## config.mk

```make
export PLATFORM = sky130hd
export DESIGN_NAME = register_file_2r1w
export DESIGN_NICKNAME = d
export VERILOG_FILES = /design/src/rtl/register_file_2r1w.sv
export SDC_FILE = /design/constraint.sdc
export NUM_CORES = 1
export LEC_CHECK = 0
export CAP_MARGIN = 25
export CORE_ASPECT_RATIO = 0.6
export CORE_MARGIN = 8
export CORE_UTILIZATION = 41
export CTS_BUF_LIST = sky130_fd_sc_hd__clkbuf_8 sky130_fd_sc_hd__clkbuf_16
export DETAILED_ROUTE_END_ITERATION = 12
export SYNTH_ARGS = -nofsm -noshare
export SYNTH_HDL_FRONTEND = slang
export SYNTH_SLANG_ARGS = --single-unit
```

## constraint.sdc

```tcl
create_clock -name clock -period 4.8 [get_ports clock]
set_input_delay 0.72 -clock clock [delete_from_list [all_inputs] [get_ports clock]]
set_output_delay 0.72 -clock clock [all_outputs]
set_load 0.01 [all_outputs]
```

## src/rtl/register_file_2r1w.sv

```systemverilog
// Two-read, one-write register file with registered read ports, write-first
// bypass and a sequenced bulk-clear engine that zeroes one entry per cycle.

module register_file_2r1w_rd_port #(
    parameter int DATA_WIDTH = 8,
    parameter int DEPTH      = 16,
    parameter int ADDR_WIDTH = 4,
    parameter int ZERO_REG   = 0
) (
    input  logic                                clock,
    input  logic                                reset,
    input  logic                                re,
    input  logic [ADDR_WIDTH-1:0]               raddr,
    input  logic [DEPTH-1:0][DATA_WIDTH-1:0]    mem,
    input  logic                                clr_busy,
    input  logic                                wr_acc,
    input  logic [ADDR_WIDTH-1:0]               waddr,
    input  logic [DATA_WIDTH-1:0]               wdata,
    output logic [DATA_WIDTH-1:0]               rdata
);
    localparam logic [ADDR_WIDTH:0] DEPTH_W = (ADDR_WIDTH+1)'(DEPTH);

    logic [DATA_WIDTH-1:0] rdata_q, rdata_d;
    logic                  in_range;
    logic                  zero_hit;

    assign in_range = {1'b0, raddr} < DEPTH_W;
    assign zero_hit = (ZERO_REG != 0) && (raddr == '0);

    // Clearing reads as zero regardless of clear progress, and never bypasses.
    always_comb begin
        rdata_d = rdata_q;
        if (re) begin
            if (clr_busy || !in_range || zero_hit)
                rdata_d = '0;
            else if (wr_acc && (waddr == raddr))
                rdata_d = wdata;
            else
                rdata_d = mem[raddr];
        end
    end

    always_ff @(posedge clock or posedge reset) begin
        if (reset) rdata_q <= '0;
        else       rdata_q <= rdata_d;
    end

    assign rdata = rdata_q;
endmodule

module register_file_2r1w #(
    parameter int DATA_WIDTH = 8,
    parameter int DEPTH      = 16,
    parameter int ADDR_WIDTH = 4,
    parameter int ZERO_REG   = 0
) (
    input  logic                  clock,
    input  logic                  reset,
    input  logic                  we,
    input  logic [ADDR_WIDTH-1:0] waddr,
    input  logic [DATA_WIDTH-1:0] wdata,
    input  logic                  re_a,
    input  logic [ADDR_WIDTH-1:0] raddr_a,
    output logic [DATA_WIDTH-1:0] rdata_a,
    input  logic                  re_b,
    input  logic [ADDR_WIDTH-1:0] raddr_b,
    output logic [DATA_WIDTH-1:0] rdata_b,
    input  logic                  clr_req,
    output logic                  clr_busy
);
    localparam int            NUM_RD  = 2;
    localparam logic [ADDR_WIDTH:0]   DEPTH_W = (ADDR_WIDTH+1)'(DEPTH);
    localparam logic [ADDR_WIDTH-1:0] LAST    = ADDR_WIDTH'(DEPTH - 1);

    typedef enum logic {IDLE, CLEAR} state_e;

    state_e                          state_q, state_d;
    logic [ADDR_WIDTH-1:0]           clr_idx_q, clr_idx_d;
    logic [DEPTH-1:0][DATA_WIDTH-1:0] mem_q, mem_d;
    logic                            wr_acc;

    logic [NUM_RD-1:0]                 re_v;
    logic [NUM_RD-1:0][ADDR_WIDTH-1:0] raddr_v;
    logic [NUM_RD-1:0][DATA_WIDTH-1:0] rdata_v;

    // A clear request in the same cycle takes priority over the write.
    assign wr_acc = we && (state_q == IDLE) && !clr_req
                 && ({1'b0, waddr} < DEPTH_W)
                 && !((ZERO_REG != 0) && (waddr == '0));

    always_ff @(posedge clock or posedge reset) begin
        if (reset) begin
            state_q   <= IDLE;
            clr_idx_q <= '0;
        end else begin
            state_q   <= state_d;
            clr_idx_q <= clr_idx_d;
        end
    end

    always_comb begin
        state_d   = state_q;
        clr_idx_d = clr_idx_q;
        case (state_q)
            IDLE: begin
                clr_idx_d = '0;
                if (clr_req) state_d = CLEAR;
            end
            CLEAR: begin
                if (clr_idx_q == LAST) begin
                    state_d   = IDLE;
                    clr_idx_d = '0;
                end else begin
                    clr_idx_d = clr_idx_q + 1'b1;
                end
            end
            default: begin
                state_d   = IDLE;
                clr_idx_d = '0;
            end
        endcase
    end

    always_comb begin
        clr_busy = (state_q == CLEAR);
    end

    always_comb begin
        mem_d = mem_q;
        if (state_q == CLEAR)
            mem_d[clr_idx_q] = '0;
        else if (wr_acc)
            mem_d[waddr] = wdata;
    end

    always_ff @(posedge clock or posedge reset) begin
        if (reset) mem_q <= '0;
        else       mem_q <= mem_d;
    end

    assign re_v    = {re_b, re_a};
    assign raddr_v = {raddr_b, raddr_a};

    for (genvar p = 0; p < NUM_RD; p++) begin : g_rd
        register_file_2r1w_rd_port #(
            .DATA_WIDTH(DATA_WIDTH),
            .DEPTH     (DEPTH),
            .ADDR_WIDTH(ADDR_WIDTH),
            .ZERO_REG  (ZERO_REG)
        ) u_rd (
            .clock   (clock),
            .reset   (reset),
            .re      (re_v[p]),
            .raddr   (raddr_v[p]),
            .mem     (mem_q),
            .clr_busy(clr_busy),
            .wr_acc  (wr_acc),
            .waddr   (waddr),
            .wdata   (wdata),
            .rdata   (rdata_v[p])
        );
    end

    assign rdata_a = rdata_v[0];
    assign rdata_b = rdata_v[1];
endmodule

```

# Word level (Yosys, flattened, before mapping)
# Index checks and enable logic that the tools add are counted.
dict set report classes {
  bitwise_logic 3
  n_mux 20
  add_sub_neg 1
  n_reduce_logical 8
  n_eq_ne 3
  magnitude_cmp 6
}
# cell n
set op_table {}
lappend op_table {{2-to-1 mux 128 bit} 2}
lappend op_table {{bitwise AND 128 bit} 1}
lappend op_table {{bitwise mux 128 bit} 1}
lappend op_table {{inverter 128 bit} 1}
lappend op_table {{binary-select mux 8 bit (select 4 bit)} 2}
lappend op_table {{demux 8 bit (select 4 bit)} 2}
lappend op_table {{2-to-1 mux 8 bit} 8}
lappend op_table {{< comparator 4 x 5 -> 1 bit, second input constant} 4}
lappend op_table {{equality test 4 bit} 2}
lappend op_table {{>= comparator 4 x 1 -> 1 bit, second input constant} 2}
lappend op_table {{one-hot mux 4 bit (2 select lines)} 1}
lappend op_table {{logical AND 1 bit} 6}
lappend op_table {{adder 4 x 1 -> 4 bit, second input constant} 1}
lappend op_table {{equality test 4 bit, second input constant} 1}
lappend op_table {{2-to-1 mux 4 bit} 1}
lappend op_table {{2-to-1 mux 1 bit} 2}
lappend op_table {{one-hot mux 1 bit (2 select lines)} 1}
lappend op_table {{nonzero test 2 bit} 1}
lappend op_table {{logical NOT 1 bit} 1}
lappend op_table {{inverter 1 bit} 1}
dict set report totals {
  ff_bits 149
  word_cells 61
  input_bits 26
  output_inout_bits 17
}

# Depth between registers and ports, before layout
# Gate-level depths: netlist of the first run.
dict set report logic_depth {
  ltp_word 7
  mapped_depth 6
  ltp_nobuf 5
}

# Hierarchy
# From an unflattened synthesis of the first run, not the netlist that was laid out.
dict set report hier_totals {
  cells_unflattened 694
  area_unflattened_um2 8632.0
}
# module area_each_um2 cells_each n_inst seq_area_each_um2
set modules_own_cells {}
lappend modules_own_cells {register_file_2r1w 5744.3 484 1 3328.2}
lappend modules_own_cells {register_file_2r1w_rd_port 1443.9 105 2 200.2}

# Least setup slack after synthesis of the first run
# OpenSTA, ideal clock, no wires.
dict set report synth_timing {
  path_type {input port to flip-flop}
  from {input raddr_a[3]}
  to {register g_rd[0].u_rd.rdata_q[2]}
  setup_ps 126
  arrival_ps 2129
  n_path_buf 2
  path_stages 6
  setup_slack_ps 2545
  cell_sequence {clkbuf_1 -> buf_1 -> mux4_2 -> a22oi_1 -> nand2_1 -> a221o_1}
}
dict set report synth_between {
  elab_chain_len 4
  word_cells_on_any_way 6
  classes_between {eq/ne (1); mux (4); reduce/logical (1)}
}
# item line_no
set synth_lines {}
lappend synth_lines {{from (decl)} 63} ;# input logic [ADDR_WIDTH-1:0] raddr_a,
lappend synth_lines {{binary-select mux 8 bit (select 4 bit) / equality test 4 bit (equally long branches)} {39, 36}}
lappend synth_lines {{2-to-1 mux 8 bit (implied by the code) / logical AND 1 bit (equally long branches)} {39, 36}}
lappend synth_lines {{2-to-1 mux 8 bit (*)} 36} ;# else if (wr_acc && (waddr == raddr))
lappend synth_lines {{2-to-1 mux 8 bit (*)} 34} ;# if (clr_busy || !in_range || zero_hit)
lappend synth_lines {{to (signal assigned)} 45} ;# else rdata_q <= rdata_d;
lappend synth_lines {{to (decl)} 23} ;# logic [DATA_WIDTH-1:0] rdata_q, rdata_d;
# Mark *: on every way between the ends. The rest lies on a longest branch, timed or not. The select of a mux whose other input is x is not followed.
# A chain may end at the register's enable or synchronous reset.

# Worst setup path after layout of the first run
dict set report layout_timing {
  from {input waddr[3]}
  to {register mem_q[116] (netlist name)}
}
dict set report layout_between {
  elab_chain_len 7
  word_cells_on_any_way 8
  classes_between {order compare (2); mux (5); reduce/logical (1)}
}
# item line_no
set layout_lines {}
lappend layout_lines {{from (decl)} 60} ;# input logic [ADDR_WIDTH-1:0] waddr,
lappend layout_lines {{< comparator 4 x 5 -> 1 bit (implied by the code) / >= comparator 4 x 1 -> 1 bit (equally long branches)} 133} ;# mem_d[waddr] = wdata;
lappend layout_lines {{logical AND 1 bit (implied by the code)} 133}
lappend layout_lines {{2-to-1 mux 8 bit (implied by the code)} 133}
lappend layout_lines {{demux 8 bit (select 4 bit) (*)} 133}
lappend layout_lines {{bitwise mux 128 bit (*)} 133}
lappend layout_lines {{2-to-1 mux 128 bit (*)} 132} ;# else if (wr_acc)
lappend layout_lines {{2-to-1 mux 128 bit (*)} 130} ;# if (state_q == CLEAR)
lappend layout_lines {{to (signal assigned)} 138} ;# else mem_q <= mem_d;
lappend layout_lines {{to (decl)} 79} ;# logic [DEPTH-1:0][DATA_WIDTH-1:0] mem_q, mem_d;
# Marked as above.

==> run metrics, run 1 <==
asr flop ratio synth 100%; Worst Path Arrival roughly 3.5 ns; antenna cell count 0; Crit path max-delay family simple AND/OR/NAND/NOR gates; VDD IR max 0.352 mV; GPL Wtd Cong ~0.9; Vias/cell 6.86; first-pass GRT wire length between 30 and 40 mm; Pre-Repair DR Iteration Count 6; Slew Limit Fails 0; status complete, no violations; ys flop type dfrtp_1; Critical Path Start Type input port; post-CTS setup buffers 0; number of flops mapped to enable cells by yosys 0; Synthesis Warnings 0; vias 5907; dpl hpwl between 15 and 20 mm; relative slew slack roughly a quarter; FF+latch area between 3000 and 4000 µm²; post-cts resize count 0; DRC Markers 0; setup TNS 0 ns; Die W roughly 200 µm; Mapped Cells 560; Leak 0.00405 µW; clock tree root buffer cell clkbuf_16; final number of setup-violating endpoints 0; area of placed instances around 8500 µm²; max-cap viol count 0; Core Footprint 19100 µm²; clock buffer count from CTS 17; final WL around 26 mm; Seq/Total Area, Yosys 46.6%; final hold vios 0; share of the synthesized area in the top cell type 46.6%; top cell type by total area after synthesis dfrtp_1; count leader, synth dfrtp_1; total track usage roughly 22%; Post-layout nets about 610; antenna viol nets, final 0; Worst Path Max Fanout 9; Synth top cells by count 149 x dfrtp_1, 128 x a22o_1, 52 x mux4_2; PD cells slightly below 400 nW/µm²; fmax approximately 310 MHz; HP Class reg -> reg; Tightest Pin Transition 1.13 ns; post-synth net total between 500 and 600; Longest Clk Path Bufs 2; crit-path cells clkdlybuf4s50_1, nand2_1, nor3_2, a21oi_1, a22o_1; Worst-path clk slew around 0.060 ns; CTS H-tree lvls 4; CP Buf/Inv Count 1; nature of the critical path endpoint flop; I/O Buffers 42; worst skew pair latency 0.43 ns; Initial Util 41.9%; fin area approximately 9000 µm²; Fin Clk Skew between 0.01 and 0.015 ns; CP required about 5.1 ns; post-synth cell types between 40 and 50; Multi-input gate area slightly below 4000 µm²; TritonCTS clock tree done; largest net degree at the start of global routing 80; die area between 20000 and 25000 µm²; FP Rows 39; critical path class in -> reg; Die Height 124 µm; Post-Syn Area per Cell around 14 µm²; clk sinks 149; io pins 43; Final Cycle Share 66.7%; synth-to-layout area growth 14.2%; CP max stage delay about 0.96 ns; vias in the first global route about 5.7k; post-cts hold buffer count 0; CP max stage cell clkdlybuf4s50_1; DR WL/cell approximately 30 µm; fillers 1651; share of post-route cells with drive strength above 1 20.0%; Yosys reg bits about 150; drt initial violations 820; initial antenna violation count 0; total power roughly 3500 µW; post-layout minimum cycle time roughly 3.2 ns; Mapped Area 7990 µm²; Synth area leaders dfrtp_1 47%, mux4_2 15%, a22o_1 14%; grt total ovfl 0; unrepaired setup endpoints after global routing false
==> area by class of cell <==
cell class / instances / area share (%)
sequential: 149 / 40.8
timing repair buffer: 54 / 5.78
tap: 266 / 3.65
inverter: 3 / 0.178
clock inverter: 12 / 1.69
multi-input combinational: 358 / 42.9
clock buffer: 19 / 4.96
==> report_power, final <==
group	leakage [µW]	internal (µW)	switching, µW
registers	0.00206	1360	118
logic	0.00169	262	398
clock network	0.000291	843	555
total	0.00405	2460	1070
==> cell families (layout without fill, tap and decap cells) <==
logic type      count (synthesis)  count (layout)  share of synthesized area, %
buf+inv                        53              88                          4.35
compound gates                197             197                          20.8
flops                         149             149                          46.6
xor+xnor                        9               9                         0.986
mux                            64              64                          18.6
fa+ha+maj                       4               4                         0.626
simple gates                   84              84                          8.03
==> sequential cells by signal, summed over array words and instances (netlist names) <==
| name | flops |
|---|---|
| mem_q | 128 |
| g_rd.u_rd.rdata | 16 |
| clr_idx_q | 4 |
| clr_busy | 1 |
==> final timing paths <==
check                      slack, ns  depth (start not counted)  startpoint                     to
max reg2reg                     2.03                          4    clr_busy             mem_q[122]
max                             1.60                          5    waddr[3]             mem_q[116]
min in group asynchronous       0.80                          2       reset  g_rd[1].u_rd.rdata[3]
min                             0.51                          1   mem_q[76]              mem_q[76]
min reg2reg                     0.51                          1   mem_q[76]              mem_q[76]
max in group asynchronous       2.95                          3       reset               mem_q[1]
==> routing by layer <==
metal | share of wire [%] | up-vias | track usage, %
met5 | 0 | - | 0
met4 | 1.5 | 0 | 5.89
met3 | 15 | 40 | 9.23
met2 | 38 | 418 | 27.9
met1 | 45 | 3106 | 32.6
li1 | - | 2343 | -
==> through the flow <==
stage                     setup WS, ns  hold WS, ns  cells  utilization, %
after floorplan                 0.0720        0.469    560               -
after global placement            1.31        0.490    828            44.4
after detailed placement          1.27        0.501    828            44.4
after CTS                         1.71        0.511    859            47.6
after global routing              1.52        0.533    861            47.9
final                             1.60        0.513    861            47.9
==> worst reg2reg max path, cell delays in order (launching register included) <==
cell      delay, ns
dfrtp_1        0.62
nand2b_1       0.63
nor3_2         0.79
a41oi_2        0.27
a22o_1         0.33
==> cell usage in the layout (no fill, tap or decap), types with 8 or more instances in the layout <==
cell | netlist | final
dfrtp_1 | 149 | 149
a22o_1 | 128 | 128
mux4_2 | 52 | 52
clkdlybuf4s50_1 | 0 | 40
a22oi_1 | 33 | 33
nor2b_1 | 19 | 19
nand2_1 | 19 | 19
clkbuf_16 | 0 | 17
a221o_1 | 16 | 16
mux4_1 | 12 | 12
a21oi_1 | 10 | 10
buf_4 | 11 | 10
nor3_4 | 8 | 8
(Power assumes the default switching activity.)
==> run 2: changes to the inputs <==
- clock period: 4.8 -> 3.2 ns (I/O delays scaled with it)
==> run metrics, run 2 (synthesis gave the netlist of run 1 again) <==
CP max stage delay 0.75 ns (-0.21 ns); Die Height 124 µm (unchanged); worst slack, placed 0.396 ns (-0.869 ns); setup TNS 0 ns (unchanged); combinational share of power 20.0% (+1.3 points); PD cells 581 nW/µm² (+50%); post-cts hold buffer count 0 (unchanged); VDD IR max 0.399 mV (+13%); Post-layout nets 638 (+4.1%); Fin Clk Skew 0.0163 ns (+0.00462 ns); worst skew pair latency 0.43 ns (about the same); synth-to-layout area growth 17.6%; sequential share of power 40.4% (-1.4 points); Core Footprint 19100 µm² (unchanged); total track usage 22.2% (+0.39 points); Tightest Pin Transition 1.09 ns (-0.0374 ns); antenna cell count 0 (unchanged); max reg flops 128 (unchanged); clock tree root buffer cell clkbuf_16; FP Rows 39 (unchanged); final worst setup slack 0.781 ns (-0.817 ns); Leak 0.00419 µW (+3.6%); Final Cycle Share 75.6%; most frequent cells in the layout 149 x dfrtp_1, 128 x a22o_1, 52 x mux4_2; DRC Markers 0 (unchanged); status complete, no violations; clk sinks 149 (unchanged); drt initial violations 727 (-11%); post-CTS setup buffers 0 (unchanged); grt total ovfl 0 (unchanged); global route hottest layer met1; Pre-Repair DR Iteration Count 5 (-1); Global Route met2 Usage 27.9% (about the same); Sw Ratio 30.6% (+0.33 points); vias in the first global route 5882 (+2.4%); dpl hpwl 18.1 mm (+3.5%); post-cts resize count 0 (unchanged); final WL 26.5 mm (+2.3%); CP required 3.50 ns (-1.61 ns); Vias/cell 6.70 (-2.3%); crit-path cells clkdlybuf4s50_1, or3b_1, nor3_4, a21oi_1, a22o_1; die area 24400 µm² (unchanged); commonest non-fill, non-tap cell in the layout dfrtp_1; final hold vios 0 (unchanged); I/O Buffers 42 (unchanged); HP Class in -> async; largest net degree at the start of global routing 65 (-19%); Crit path max-delay family simple AND/OR/NAND/NOR gates; vias 5939 (+0.54%); share of post-route cells with drive strength above 1 23.2% (+3.2 points); Critical Path Start Type input port; unrepaired setup endpoints after global routing false; Internal 3790 µW (+54%); Worst Path Arrival 2.72 ns (-0.79 ns); Slew Limit Fails 0 (unchanged); Clk pwr share 39.6% (about the same); first-pass GRT wire length 39.4 mm (+0.76%); CP Buf/Inv Count 1 (unchanged); CTS H-tree lvls 4 (unchanged); Worst-path clk slew 0.07 ns (about the same); Die W 196 µm (unchanged); TritonCTS clock tree done; Worst Path Max Fanout 9 (unchanged); nature of the critical path endpoint flop; DR WL/cell 29.9 µm (-0.57%); io pins 43 (unchanged); antenna viol nets, final 0 (unchanged); fmax 413 MHz; CP max stage cell or3b_1; Initial Util 41.9% (unchanged); critical path class in -> reg; final number of setup-violating endpoints 0 (unchanged); clock buffer count from CTS 17 (unchanged); initial antenna violation count 0 (unchanged); M3 GR Usage 13.1% (+3.8 points); relative slew slack 27.1% (+2.5 points); Largest Register mem_q; post-layout minimum cycle time 2.42 ns; routing usage on met1 31.8% (-0.74 points); max-cap viol count 0 (unchanged); Psw 1670 µW (+56%); GPL Wtd Cong 0.938 (+3.9%); Longest Clk Path Bufs 2 (unchanged)
## run 2: cell count changes in the layout (fill, tap and decap cells not counted), sizes merged
cell,delta
buf,+25
clkbuf,-2
bufinv,+1
clkinv,-1
inv,+1
clkinvlp,+1
## run 2: per-stage QoR
step,total power (µW),cells,hold WS [ns],instance area [µm²],util [%]
final,5460,886,0.494,9400,49.3
after global routing,5650,886,0.530,9400,49.3
after CTS,5450,884,0.514,9370,49.1
after detailed placement,3290,853,0.501,8740,45.8
after global placement,3260,853,0.487,8740,45.8
after floorplan,2880,560,0.469,8000,-
## run 2: cell type report
cell class | instances | area [µm²]
clock buffer | 17 | 425
sequential | 149 | 3730
multi-input combinational | 358 | 3920
tap | 266 | 333
timing repair buffer | 79 | 778
clock inverter | 14 | 200
inverter | 3 | 15.0
fill | 1621 | 9680
## run 2: final timing paths
kind / slack (ns) / endpoint / depth (start not counted) / startpoint
max: 0.78 / mem_q[109] / 5 / waddr[1]
min: 0.49 / mem_q[13] / 3 / reset
max reg2reg: 1.04 / mem_q[109] / 5 / clr_busy
min reg2reg: 0.52 / mem_q[11] / 1 / mem_q[11]
max in group asynchronous: 2.26 / mem_q[125] / 3 / reset
min in group clock: 0.52 / mem_q[11] / 1 / mem_q[11]
## run 2: power by group through the flow
stage	Combinational, µW	Sequential (µW)	Clock (µW)
CTS	1070	2200	2190
finish	1090	2200	2160
global route	1160	2230	2260
floorplan	719	2160	0
global placement	1050	2220	0
detailed placement	1060	2230	0
## run 2: worst register-to-register path: cells and delay by family, from the launching register on
family	cells	cell delay, ns
buffers and inverters	1	0.28
AO/OA/AOI/OAI	2	0.82
AND/OR/NAND/NOR	2	0.48
flip-flops	1	0.53
## run 2: routing by layer
metal | vias to the layer above | wire length, µm | part of all wire, %
li1 | 2400 | - | -
met1 | 3068 | 11300 | 43
met2 | 451 | 10000 | 38
met3 | 20 | 4840 | 18
met4 | 0 | 268 | 1.0
met5 | - | 0 | 0
==> run 3: changes to the inputs <==
- clock period: 3.2 -> 2.3 ns (I/O delays scaled with it)
==> run metrics, run 3 (synthesis gave the netlist of run 1 again) <==
status complete, no violations; crit-path cells nand2b_1, buf_4, nor3_2, a41oi_2, a22o_1; Global Route met2 Usage 30.7% (+2.8 points); crit path from clr_busy; final hold vios 0 (unchanged); Vias/cell 6.62 (-1.2%); fin util 51.5% (+2.2 points); post-CTS setup buffers 0 (unchanged); GPL Wtd Cong 0.968 (+3.2%); Post-layout nets 688 (+7.8%); first-pass GRT wire length 41.7 mm (+5.8%); largest net degree at the start of global routing 88 (+35%); DRC Markers 0 (unchanged); initial antenna violation count 0 (unchanged); FP Rows 39 (unchanged); max reg flops 128 (unchanged); FF+latch area 3730 µm² (unchanged); Final Cycle Share roughly nine tenths; Largest Register mem_q; nature of the critical path endpoint flop; CP max stage delay 0.66 ns (-0.09 ns); Slew Limit Fails 0 (unchanged); Worst Path Max Fanout 8 (-1); drt initial violations 850 (+17%); Die W 196 µm (unchanged); global route hottest layer met1; final worst setup slack 0.262 ns (-0.519 ns); max-cap viol count 0 (unchanged); post-cts resize count 0 (unchanged); Longest Clk Path Bufs 2 (unchanged); relative slew slack 28.0% (+0.86 points); worst skew pair latency 0.43 ns (about the same); R2R setup slack 0.26 ns (-0.78 ns); clock tree root buffer cell clkbuf_16; Leak 0.00445 µW (+6.1%); CP max stage cell a41oi_2; final WL 27.7 mm (+4.7%); HP Class in -> async; clk sinks 149 (unchanged); setup TNS 0 ns (unchanged); io pins 43 (unchanged); Core Footprint 19100 µm² (unchanged); Worst Path Arrival 2.40 ns (-0.32 ns); worst slack, placed -0.0839 ns (-0.480 ns); fillers 1612 (-0.56%); Tightest Pin Transition 1.08 ns (-0.00945 ns); total track usage 23.4% (+1.3 points); Fin Clk Skew 0.00879 ns (-0.00755 ns); vias in the first global route 6372 (+8.3%); commonest non-fill, non-tap cell in the layout dfrtp_1; die area 24400 µm² (unchanged); fin area 9820 µm² (+4.5%); routing usage on met1 33.4% (+1.6 points); post-cts hold buffer count 0 (unchanged); Worst-path clk slew 0.06 ns (about the same); I/O Buffers 42 (unchanged); Die Height 124 µm (unchanged); vias 6212 (+4.6%); unrepaired setup endpoints after global routing false; RR Startpoint clr_busy; clock buffer count from CTS 17 (unchanged); grt total ovfl 0 (unchanged); VDD IR max 0.582 mV (+46%); CP required 2.66 ns (-0.84 ns); share of post-route cells with drive strength above 1 29.1% (+5.8 points); DR WL/cell 29.6 µm (-1.1%); critical path class reg -> reg; M3 GR Usage 11.9% (-1.1 points); Critical Path Start Type flop; PD cells 791 nW/µm² (+36%); dpl hpwl 19.7 mm (+8.9%); synth-to-layout area growth 22.9%; fmax a little under 500 MHz; area of placed instances 9170 µm² (+4.9%); TritonCTS clock tree done; Pre-Repair DR Iteration Count 6 (+1); worst reg2reg path endpoint mem_q[121]; antenna viol nets, final 0 (unchanged); Initial Util 41.9% (unchanged); Worst Reg-to-Reg Cells 5 (unchanged); final number of setup-violating endpoints 0 (unchanged); most frequent cells in the layout 149 x dfrtp_1, 128 x a22o_1, 78 x buf_4; Multi-input gate area 3920 µm² (unchanged); post-layout minimum cycle time ~2.0 ns; CTS H-tree lvls 4 (unchanged)
run 3: changes by cell type in the layout (fill, tap and decap cells not counted):
| cell | before | now |
|---|---|---|
| clkinv_4 | 3 | 1 |
| buf_8 | 2 | 0 |
| inv_6 | 3 | 1 |
| clkinvlp_4 | 4 | 5 |
| buf_4 | 29 | 78 |
| diode_2 | 0 | 1 |
| clkbuf_8 | 0 | 2 |
| inv_8 | 0 | 2 |
| buf_12 | 6 | 9 |
run 3: how the worst max path moves through the flow:
stage                                        to  slack (ns)  cells after the start
final                                mem_q[121]        0.26                      5
after global routing                 mem_q[123]        0.19                      5
after CTS                              clr_busy        0.28                      2
after detailed placement  g_rd[0].u_rd.rdata[4]       -0.08                      7
after global placement    g_rd[0].u_rd.rdata[7]       -0.06                      7
after floorplan                        clr_busy        0.08                      1
run 3: power by group:
| group | internal, µW | switching, µW | total, µW | leakage (µW) |
|---|---|---|---|---|
| logic | 698 | 925 | 1620 | 0.00208 |
| registers | 2840 | 224 | 3060 | 0.00206 |
| clock network | 1890 | 1190 | 3090 | 0.000306 |
run 3: through the flow:
stage	instances	total power, µW	hold WS [ns]
floorplan	560	4010	0.469
global placement	905	4630	0.487
detailed placement	905	4680	0.500
CTS	937	7760	0.423
global route	937	8060	0.454
finish	938	7770	0.401
run 3: cell type report:
cell class	instances	area share (%)
Timing Repair Buffer	129	12.0
Clock inverter	13	1.99
Tap cell	266	3.39
Antenna cell	1	0.0255
Inverter	3	0.153
Multi-Input combinational cell	358	39.9
Clock buffer	19	4.61
Sequential cell	149	38.0
run 3: metal layers:
metal | routed length [µm] | part of all wire (%)
met4 | 486 | 1.8
met1 | 12000 | 43
met2 | 10700 | 39
met5 | 0 | 0
met3 | 4540 | 16
run 3: worst max-delay path: cells and delay by family (launching register included):
family          cells  cell delay (ns)
compound gates      2             0.90
buf+inv             1             0.23
flops               1             0.50
simple gates        2             0.34
